### src/rtl/can_pkg.sv
// rtl/can_pkg.sv - shared types and constants for the CAN bit receiver
// Purpose: receiver state enum, bus level constants, default stuff/idle
//          thresholds and a 3-input majority helper for triple sampling.
// Ports:   none (package).
package can_pkg;

  typedef enum logic [1:0] {
    SEEK_IDLE = 2'd0,
    WAIT_SOF  = 2'd1,
    RX        = 2'd2
  } can_state_e;

  localparam logic CAN_RECESSIVE = 1'b1;
  localparam logic CAN_DOMINANT  = 1'b0;

  localparam int CAN_STUFF_RUN_DEF = 5;
  localparam int CAN_IDLE_BITS_DEF = 11;

  function automatic logic maj3(input logic a, input logic b, input logic c);
    return (a & b) | (a & c) | (b & c);
  endfunction

endpackage

### src/rtl/can_bit_timing.sv
// rtl/can_bit_timing.sv - rx synchroniser, in-bit counter, hard/re-sync and sample strobe
// Purpose: synchronises rx, detects recessive->dominant edges, runs the in-bit
//          counter with hard sync (outside RX) and SJW-bounded resync (in RX),
//          and produces a sample strobe with the sampled bit value.
// Config:  CAN_TRIPLE_SAMPLE_EN selects majority-of-three sampling decided at
//          sample_pt+1; otherwise a single sample at sample_pt.
// Ports:   clk, rst_n        clock, synchronous active-low reset
//          rx                asynchronous raw CAN rx
//          bit_len_i         clocks per bit
//          sample_pt_i       counter value of the sample point
//          sjw_i             resync window half-width
//          rx_mode_i         1 = receiving a frame (resync rules apply)
//          fall_o            synchronised falling edge seen this cycle
//          sample_o          sample strobe (combinational)
//          sample_bit_o      sampled bit value, valid with sample_o
//          phase_err_o       edge in RX outside the resync window
module can_bit_timing import can_pkg::*; #(
  parameter int CNT_W       = 8,
  parameter int SYNC_STAGES = 2
) (
  input  logic             clk,
  input  logic             rst_n,
  input  logic             rx,
  input  logic [CNT_W-1:0] bit_len_i,
  input  logic [CNT_W-1:0] sample_pt_i,
  input  logic [CNT_W-1:0] sjw_i,
  input  logic             rx_mode_i,
  output logic             fall_o,
  output logic             sample_o,
  output logic             sample_bit_o,
  output logic             phase_err_o
);

  localparam logic [CNT_W-1:0] CNT_ONE = CNT_W'(1);

  logic [SYNC_STAGES-1:0] sync_q;
  logic                   rx_s;
  logic                   rx_prev_q;
  logic [CNT_W-1:0]       cnt_q, cnt_d;
  logic                   resynced_q, resynced_d;
  logic                   in_window;
  logic                   resync;

  assign rx_s   = sync_q[SYNC_STAGES-1];
  assign fall_o = (rx_prev_q == CAN_RECESSIVE) && (rx_s == CAN_DOMINANT);

  // cnt==0 is the on-time edge position, so it is neither a resync nor an error.
  assign in_window = ((cnt_q >= CNT_ONE) && (cnt_q <= sjw_i)) ||
                     (cnt_q >= (bit_len_i - sjw_i));
  assign resync      = fall_o && rx_mode_i && !resynced_q && in_window;
  assign phase_err_o = fall_o && rx_mode_i && !resynced_q && (cnt_q != '0) && !in_window;

  always_comb begin
    cnt_d      = cnt_q + CNT_ONE;
    resynced_d = resynced_q;
    if ((fall_o && !rx_mode_i) || resync) begin
      cnt_d = CNT_ONE;
    end else if (cnt_q >= (bit_len_i - CNT_ONE)) begin
      cnt_d = '0;
    end
    // A "bit" for the one-resync limit runs sample point to sample point, so a
    // late-window resync does not block the early window of the same bit.
    if (!rx_mode_i || (cnt_q == sample_pt_i)) begin
      resynced_d = 1'b0;
    end
    if (resync) begin
      resynced_d = 1'b1;
    end
  end

  always_ff @(posedge clk) begin
    if (!rst_n) begin
      sync_q     <= '1;
      rx_prev_q  <= CAN_RECESSIVE;
      cnt_q      <= '0;
      resynced_q <= 1'b0;
    end else begin
      sync_q     <= {sync_q[SYNC_STAGES-2:0], rx};
      rx_prev_q  <= rx_s;
      cnt_q      <= cnt_d;
      resynced_q <= resynced_d;
    end
  end

`ifdef CAN_TRIPLE_SAMPLE_EN
  logic s_early_q, s_mid_q;

  always_ff @(posedge clk) begin
    if (!rst_n) begin
      s_early_q <= CAN_RECESSIVE;
      s_mid_q   <= CAN_RECESSIVE;
    end else begin
      if (cnt_q == (sample_pt_i - CNT_ONE)) s_early_q <= rx_s;
      if (cnt_q == sample_pt_i)             s_mid_q   <= rx_s;
    end
  end

  assign sample_o     = (cnt_q == (sample_pt_i + CNT_ONE));
  assign sample_bit_o = maj3(s_early_q, s_mid_q, rx_s);
`else
  assign sample_o     = (cnt_q == sample_pt_i);
  assign sample_bit_o = rx_s;
`endif

endmodule

### src/rtl/can_bit_receiver.sv
// rtl/can_bit_receiver.sv - CAN bit-level receive front end
// Purpose: bus idle search, SOF hard sync, destuffing and stuff-error
//          detection on top of can_bit_timing; emits destuffed bits.
// Config:  CAN_TRIPLE_SAMPLE_EN (in can_bit_timing) adds one clock of latency.
// Ports:   clk, rst_n   clock, synchronous active-low reset
//          rx           asynchronous raw CAN rx (1 = recessive)
//          bit_len, sample_pt, sjw   bit timing, latched on WAIT_SOF entry
//          stuff_en     destuffing enable
//          frame_done   frame finished pulse, returns to idle search
//          bit_valid, bit_data       destuffed bit strobe and value
//          sof, stuff_err, phase_err strobes
//          bus_idle, busy            levels
module can_bit_receiver import can_pkg::*; #(
  parameter int CNT_W       = 8,
  parameter int STUFF_RUN   = CAN_STUFF_RUN_DEF,
  parameter int IDLE_BITS   = CAN_IDLE_BITS_DEF,
  parameter int SYNC_STAGES = 2
) (
  input  logic             clk,
  input  logic             rst_n,
  input  logic             rx,
  input  logic [CNT_W-1:0] bit_len,
  input  logic [CNT_W-1:0] sample_pt,
  input  logic [CNT_W-1:0] sjw,
  input  logic             stuff_en,
  input  logic             frame_done,
  output logic             bit_valid,
  output logic             bit_data,
  output logic             sof,
  output logic             stuff_err,
  output logic             phase_err,
  output logic             bus_idle,
  output logic             busy
);

  localparam int IDLE_W = $clog2(IDLE_BITS + 1);
  localparam int RUN_W  = $clog2(STUFF_RUN + 1);

  can_state_e        state_q, state_d;
  logic [IDLE_W-1:0] idle_cnt_q, idle_cnt_d;
  logic [RUN_W-1:0]  run_q, run_d;
  logic              run_val_q, run_val_d;
  logic              bus_idle_q, bus_idle_d;
  logic              busy_q, busy_d;
  logic              bit_valid_q, bit_valid_d;
  logic              bit_data_q, bit_data_d;
  logic              stuff_err_q, stuff_err_d;
  logic [CNT_W-1:0]  bit_len_q, sample_pt_q, sjw_q;
  logic [CNT_W-1:0]  bit_len_m, sample_pt_m, sjw_m;
  logic              fall, sample, sample_bit;

  // Timing follows the ports while hunting for idle, then is frozen for the frame.
  assign bit_len_m   = (state_q == SEEK_IDLE) ? bit_len   : bit_len_q;
  assign sample_pt_m = (state_q == SEEK_IDLE) ? sample_pt : sample_pt_q;
  assign sjw_m       = (state_q == SEEK_IDLE) ? sjw       : sjw_q;

  can_bit_timing #(
    .CNT_W       (CNT_W),
    .SYNC_STAGES (SYNC_STAGES)
  ) u_timing (
    .clk          (clk),
    .rst_n        (rst_n),
    .rx           (rx),
    .bit_len_i    (bit_len_m),
    .sample_pt_i  (sample_pt_m),
    .sjw_i        (sjw_m),
    .rx_mode_i    (state_q == RX),
    .fall_o       (fall),
    .sample_o     (sample),
    .sample_bit_o (sample_bit),
    .phase_err_o  (phase_err)
  );

  always_comb begin
    state_d     = state_q;
    idle_cnt_d  = idle_cnt_q;
    run_d       = run_q;
    run_val_d   = run_val_q;
    bus_idle_d  = bus_idle_q;
    busy_d      = busy_q;
    bit_valid_d = 1'b0;
    bit_data_d  = bit_data_q;
    stuff_err_d = 1'b0;
    sof         = 1'b0;
    case (state_q)
      SEEK_IDLE: begin
        if (sample) begin
          if (sample_bit == CAN_RECESSIVE) begin
            idle_cnt_d = idle_cnt_q + IDLE_W'(1);
            if (idle_cnt_d == IDLE_W'(IDLE_BITS)) begin
              state_d    = WAIT_SOF;
              bus_idle_d = 1'b1;
            end
          end else begin
            idle_cnt_d = '0;
          end
        end
      end
      WAIT_SOF: begin
        if (fall) begin
          sof        = 1'b1;
          state_d    = RX;
          bus_idle_d = 1'b0;
          busy_d     = 1'b1;
          run_d      = '0;  // the SOF sample itself seeds run=1
        end
      end
      RX: begin
        if (!stuff_en) begin
          run_d = '0;
          if (sample) begin
            bit_valid_d = 1'b1;
            bit_data_d  = sample_bit;
          end
        end else if (sample) begin
          if (run_q == RUN_W'(STUFF_RUN)) begin
            if (sample_bit != run_val_q) begin
              run_d     = RUN_W'(1);
              run_val_d = sample_bit;
            end else begin
              stuff_err_d = 1'b1;
              state_d     = SEEK_IDLE;
              busy_d      = 1'b0;
              idle_cnt_d  = '0;
            end
          end else begin
            bit_valid_d = 1'b1;
            bit_data_d  = sample_bit;
            if ((run_q != '0) && (sample_bit == run_val_q)) begin
              run_d = run_q + RUN_W'(1);
            end else begin
              run_d     = RUN_W'(1);
              run_val_d = sample_bit;
            end
          end
        end
        // The strobe computed above still goes out; only the state is overridden.
        if (frame_done) begin
          state_d    = SEEK_IDLE;
          busy_d     = 1'b0;
          idle_cnt_d = '0;
        end
      end
      default: state_d = SEEK_IDLE;
    endcase
  end

  always_ff @(posedge clk) begin
    if (!rst_n) begin
      state_q     <= SEEK_IDLE;
      idle_cnt_q  <= '0;
      run_q       <= '0;
      run_val_q   <= 1'b0;
      bus_idle_q  <= 1'b0;
      busy_q      <= 1'b0;
      bit_valid_q <= 1'b0;
      bit_data_q  <= 1'b0;
      stuff_err_q <= 1'b0;
      bit_len_q   <= '0;
      sample_pt_q <= '0;
      sjw_q       <= '0;
    end else begin
      state_q     <= state_d;
      idle_cnt_q  <= idle_cnt_d;
      run_q       <= run_d;
      run_val_q   <= run_val_d;
      bus_idle_q  <= bus_idle_d;
      busy_q      <= busy_d;
      bit_valid_q <= bit_valid_d;
      bit_data_q  <= bit_data_d;
      stuff_err_q <= stuff_err_d;
      if (state_q == SEEK_IDLE) begin
        bit_len_q   <= bit_len;
        sample_pt_q <= sample_pt;
        sjw_q       <= sjw;
      end
    end
  end

  assign bit_valid = bit_valid_q;
  assign bit_data  = bit_data_q;
  assign stuff_err = stuff_err_q;
  assign bus_idle  = bus_idle_q;
  assign busy      = busy_q;

endmodule

### config.mk
export PLATFORM = sky130hd
export DESIGN_NAME = can_bit_receiver
export DESIGN_NICKNAME = d
export VERILOG_FILES = /design/src/rtl/can_pkg.sv /design/src/rtl/can_bit_timing.sv /design/src/rtl/can_bit_receiver.sv
export SDC_FILE = /design/constraint.sdc
export NUM_CORES = 1
export LEC_CHECK = 0
export BUFFER_PORTS_ARGS = -buffer_cell sky130_fd_sc_hd__clkbuf_2
export CORE_MARGIN = 2
export CORE_UTILIZATION = 50
export CTS_CLUSTER_SIZE = 14
export DETAILED_ROUTE_END_ITERATION = 7
export HOLD_SLACK_MARGIN = 0.15
export PLACE_DENSITY = 0.72
export SLEW_MARGIN = 30
export SYNTH_ARGS = -nofsm -noshare
export SYNTH_HDL_FRONTEND = slang
export SYNTH_SLANG_ARGS = --single-unit
### constraint.sdc
create_clock -name clk -period 4.73 [get_ports clk]
set_input_delay 0.7095 -clock clk [delete_from_list [all_inputs] [get_ports clk]]
set_output_delay 0.7095 -clock clk [all_outputs]
set_load 0.005 [all_outputs]
# Word-level counts from Yosys, hierarchy flattened

Cells that the tools add are included.
Widths: inputs -> output; s select.

Bits in registers: 51
Bits of input ports: 29

Add/sub/neg operators: 5
$lt $le $gt $ge: 4
Multiplexer cells: 58
Reduce and logical (&&, ||, !) cells: 32
Equality and inequality tests: 20
Bitwise logic cells: 2

Operators by type and width:

| operator            | count |
|---|---|
| $mux 1              | 28 |
| $mux 4              | 7 |
| $mux 8              | 3 |
| $mux 2              | 9 |
| $mux 3              | 6 |
| $ge 8x8->1          | 2 |
| $ne 3x3->1 const B  | 5 |
| $reduce_and 5->1    | 3 |
| $reduce_and 6->1    | 2 |
| $logic_and 1x1->1   | 9 |
| $add 8x1->8 const B | 1 |
| $eq 8x8->1          | 1 |
| $ge 8x1->1 const B  | 1 |
| $le 8x8->1          | 1 |
| $ne 2x1->1 const B  | 4 |
| $pmux 4 s2          | 1 |
| $reduce_and 8->1    | 1 |
| $reduce_bool 2->1   | 4 |
| $reduce_bool 8->1   | 1 |
| $sub 8x1->8 const B | 1 |
| $sub 8x8->8         | 1 |
| $ne 2x2->1 const B  | 3 |
| $pmux 2 s3          | 1 |
| $pmux 3 s2          | 1 |
| 19 further kinds    | 25 |

# Longest topological paths before layout

Word-level depth: 8
Gate-level depth with buffers: 19

# Modules after synthesis

A second synthesis with hierarchy kept.

Cell total of the unflattened synthesis: 387
Area, all modules: 3,562.2 um2

Modules (own cells, without submodules):

| module           | sequential area each (um2) | area an instance (um2) | cells an instance | instances |
|---|---|---|---|---|
| can_bit_receiver | 780.7                      | 1,928.1                | 196               | 1 |
| can_bit_timing   | 240.2                      | 1,634.1                | 191               | 1 |

# Least setup slack after synthesis

OpenSTA, ideal clock, no wires.

Path kind: register to output
From: register state_q[0]
To: output port phase_err
Arrival: 3.910 ns
Data required time: 4.021 ns
Buffers on the path: 3
Path slack: 0.110 ns
Stages on the path, launching flop included: 19
Path through: dfxtp_1 inv_1 ha_1 buf_2 buf_2 buf_1 mux2_2 ha_1 fa_1 a21oi_1 o21a_1 or2_2 xnor2_1 ha_1 a21o_1 a21oi_1 o21ai_0 a31o_2 nor4_1

Longest elaborated chain between the ends: 7
Elaborated cells between the ends (all ways): 14
Those cells by class: add/sub (1); order compare (2); eq/ne (1); mux (2); reduce/logical (8)

Ends and longest elaborated chain:

| item                                            | line                                       | RTL |
|---|---|---|
| from (decl)                                     | can_bit_receiver.sv:39                     | `can_state_e state_q, state_d;` |
| from (signal assigned)                          | can_bit_receiver.sv:163                    | `state_q <= state_d;` |
| $logic_not 2->1 (*)                             | can_bit_receiver.sv:55                     | `assign sjw_m = (state_q == SEEK_IDLE) ? sjw : sjw_q;` |
| $mux 8 (*)                                      | -                                          |  |
| named net sjw_m[0]                              | can_bit_receiver.sv:49                     | `logic [CNT_W-1:0] bit_len_m, sample_pt_m, sjw_m;` |
| $sub 8x8->8 or $le 8x8->1 (tied branches)       | can_bit_timing.sv:49, can_bit_timing.sv:48 |  |
| $ge 8x8->1 or $logic_and 1x1->1 (tied branches) | can_bit_timing.sv:49, can_bit_timing.sv:48 |  |
| $logic_or 1x1->1 (*)                            | can_bit_timing.sv:48                       | `assign in_window = ((cnt_q >= CNT_ONE) && (cnt_q <= sjw_i)) \|\|` |
| $logic_not 1->1 (*)                             | can_bit_timing.sv:51                       | `assign phase_err_o = fall_o && rx_mode_i && !resynced_q && (cnt_q != '0) && !in_window;` |
| $logic_and 1x1->1 (*)                           | can_bit_timing.sv:51                       |  |
| to (decl)                                       | can_bit_receiver.sv:31                     | `output logic phase_err,` |

The timed path passes the listed nets; every way through them passes the cells marked *.

# Worst setup path in the final report

From: register state_q[1]
To: output port phase_err

Same word-level chain as after synthesis.

==> results by group <==
Power and ir drop
  • VDD IR-drop max: 0.156 mV
  • P_int: about 0.00063 W
  • Comb pwr share: a little under a fifth
  • Switching power: 0.000249 W
  • Power Total: between 0.0008 and 0.0009 W
  • Leak: 1.74 nW
  • Flop pwr share: 52.2%
  • Switching share of power: 28.4%
  • Clock power frac: 29.0%
  • Power per cell area: about 230 nW/µm²

Critical path
  • Critical Path Sink: phase_err
  • RR Endpoint: u_timing.cnt_q[3]
  • CP startpoint: state_q[1]
  • Reg-to-reg setup timing slack: 0.85 ns
  • Worst reg2reg path depth: 16
  • WP data required: roughly 4.0 ns
  • Crit path kind: reg2out
  • Reg-to-Reg Start: state_q[1]
  • CP max FO: 6
  • Worst Path Arrival: around 3.9 ns
  • Worst Setup End Kind: primary output
  • Startpoint Class: flip-flop

STA
  • Clk_skew: about 0.0099 ns
  • Post-route clock period utilization: a little over nine tenths
  • Slew margin rel.: 44.1%
  • Setup total negative slack: 0 ns
  • Max Freq: roughly 220 MHz
  • Final hold violation count: 0
  • # setup viols final: 0
  • Slew at the pin with the worst max-slew slack: 0.832 ns
  • Max-slew violations: 0
  • Final min period: ~4.6 ns
  • Post-route setup slack: ~0.15 ns

Logic synthesis
  • Post-Synth Simple-Gate Area: between 10% and 20%
  • Top post-synthesis cells by area: dfxtp_1 31%, ha_1 14%, mux2i_1 8.4%, xnor2_1 6.0%, nor2_1 4.4%
  • Combinational family with the most area after synthesis: simple AND/OR/NAND/NOR gates
  • #FFs+latches synth: roughly 50
  • Most frequent cell after synthesis: dfxtp_1
  • Syn_nets: 437
  • Adder-Cell Fraction of Synth Area: between 10% and 20%
  • Top FF cell, synth: dfxtp_1
  • Count of cell types in the netlist: between 50 and 60
  • Complex-gate fraction of the synthesized area: between 10% and 20%
  • Synth area leader: dfxtp_1
  • Syn Area/Cell: 9.02 µm²
  • Async S/R FF share, synth: 0%
  • Yosys top cell area share: just over 30%
  • Post-Syn Area: ~3300 µm²
  • Post-Syn Instances: 370
  • Post-synth top cells: 51 x dfxtp_1, 39 x nor2_1, 37 x ha_1
  • EDFF count, synth: 0
  • Synthesis warning total: 0
  • Sequential share of the synthesized area: between 30% and 40%
  • Mux cell area share after synthesis: 9.75%
  • Post-Synth XOR/XNOR Area: a little over 9%

Clock network
  • Clock transition at path regs: about 0.1 ns
  • Clock sink total: 51
  • Worst skew pair latency: roughly 0.30 ns
  • H-tree levels: 2
  • TritonCTS Buffers: 5
  • Root buffer cell: clkbuf_8
  • CTS tree: yes
  • Hold_buf cts: 0
  • Max Buffers Root-to-Sink: 2

Routing
  • Detail Route Antenna Nets: 0
  • Vias per cell: approximately 5.6
  • Routed len/inst: ~15 µm
  • Via count: around 2,700
  • Residual DRC count: 0
  • DR pass1 iterations: 4
  • Detailed-route wire length: between 7000 and 8000 µm
  • Initial DRC Count: 94

Cells and area
  • Final net count: between 400 and 500
  • Design area: approximately 3700 µm²
  • Layout cell share with drive strength beyond 1: a little under a fifth
  • Fill count: about 580
  • Util after Layout: around 60%
  • Diode count: 0
  • Layout area overhead: 12.2%

GRT
  • Largest net degree at the start of global routing: 30
  • First-pass GRT wire length: roughly 12,000 µm
  • Initial antenna violation count: 0
  • Grt ovf: 0
  • Vias in the first global route: around 2,600
  • All-Layer GR Usage: just over 20%

Placed design
  • GP Congestion: approximately 0.91
  • Pre-CTS WS: between 0.2 and 0.3 ns
  • Port buffer count: 35
  • Post-DP HPWL: ~5500 µm
  • Dpl cell area: around 3600 µm²

Die
  • Initial Utilization: approximately 52%
  • # rows: 29
  • Die height: roughly 86 µm
  • Core Area: ~6400 µm²
  • Die X: ~86 µm
  • Die ar.: around 7300 µm²
  • IO Count: 36

Worst hold path
  • Hold Crit Class: reg2reg

Outcome
  • Outcome: completed

Flow run
  • Max-cap violations: 0
## layout make-up
class | count | area [µm²] | area share (%)
multi-input combinational | 285 | 2200 | 58.7
sequential | 51 | 1020 | 27.3
timing repair buffer | 47 | 265 | 7.09
tap | 77 | 96.3 | 2.57
inverter | 20 | 75.1 | 2.01
clock buffer | 5 | 68.8 | 1.84
clock inverter | 3 | 18.8 | 0.502
## what timing repair did
action                     CTS  global route
setup endpoints to repair    1             1
setup buffers                0             3
gates resized for setup      2             4
pin swaps                    0             1
## sequential cells by signal, summed over array words and instances, names as in the netlist
name / count
bit_valid: 1
run_val_q: 1
stuff_err: 1
run_q: 3
bit_len_q: 8
sample_pt_q: 8
bus_idle: 1
idle_cnt_q: 4
u_timing.sync_q: 2
u_timing.cnt_q: 8
u_timing.rx_prev_q: 1
state_q: 2
bit_data: 1
u_timing.resynced_q: 1
sjw_q: 8
busy: 1
## logic make-up after synthesis
logic type	after synthesis
simple gates	125
mux	32
flops	51
xor+xnor	35
buf+inv	34
fa+ha+maj	38
compound gates	55
## worst min path at each step
stage	start	endpoint	slack, ns	cells past startpoint
floorplan	u_timing.sync_q[0]	u_timing.sync_q[1]	0.39	1
finish	u_timing.sync_q[0]	u_timing.sync_q[1]	0.42	1
global route	u_timing.sync_q[0]	u_timing.sync_q[1]	0.44	1
global placement	u_timing.sync_q[0]	u_timing.sync_q[1]	0.40	1
detailed placement	u_timing.sync_q[0]	u_timing.sync_q[1]	0.40	1
CTS	u_timing.sync_q[0]	u_timing.sync_q[1]	0.42	1
## layer usage
metal | share of wire, % | wire, µm | global-route usage (%)
met1 | 46 | 3390 | 26.6
met2 | 49 | 3570 | 34.6
met3 | 3.7 | 267 | 3.08
met4 | 1.2 | 86 | 6.35
met5 | 0 | 0 | 0
## critical path, cell delays in order (launching register included)
cell and delay, ns:
dfxtp_1 0.34, inv_1 0.12, ha_4 0.21, mux2_2 0.39, ha_1 0.22, fa_2 0.38, a21oi_1 0.16, o21a_1 0.15
or2_2 0.11, xnor2_1 0.11, ha_1 0.26, a21o_1 0.18, a21oi_1 0.13, o21ai_0 0.10, a31o_2 0.28, nor4_2 0.24
clkbuf_2 0.16
## power groups by stage
stage	Sequential [W]	Clock [W]	Combinational, W
after floorplan	0.000459	0	0.000122
after global placement	0.000465	0	0.000157
after detailed placement	0.000467	0	0.000161
after CTS	0.000456	0.000258	0.000163
after global routing	0.000458	0.000276	0.000183
final	0.000457	0.000254	0.000165
## stage by stage
step	hold slack, ns	cells
6_report	0.421	488
5_1_grt	0.437	488
4_1_cts	0.424	485
3_5_place_dp	0.400	477
3_3_place_gp	0.397	477
2_1_floorplan	0.386	370
## cells in the final DEF (no fill, tap or decap), drive strengths merged, types with 19 or more instances in the layout
master / n
dfxtp: 51
nor2: 39
nand2: 19
mux2i: 28
clkbuf: 40
inv: 21
xnor2: 23
ha: 37
No activity file was read; power rests on OpenSTA's default activity.
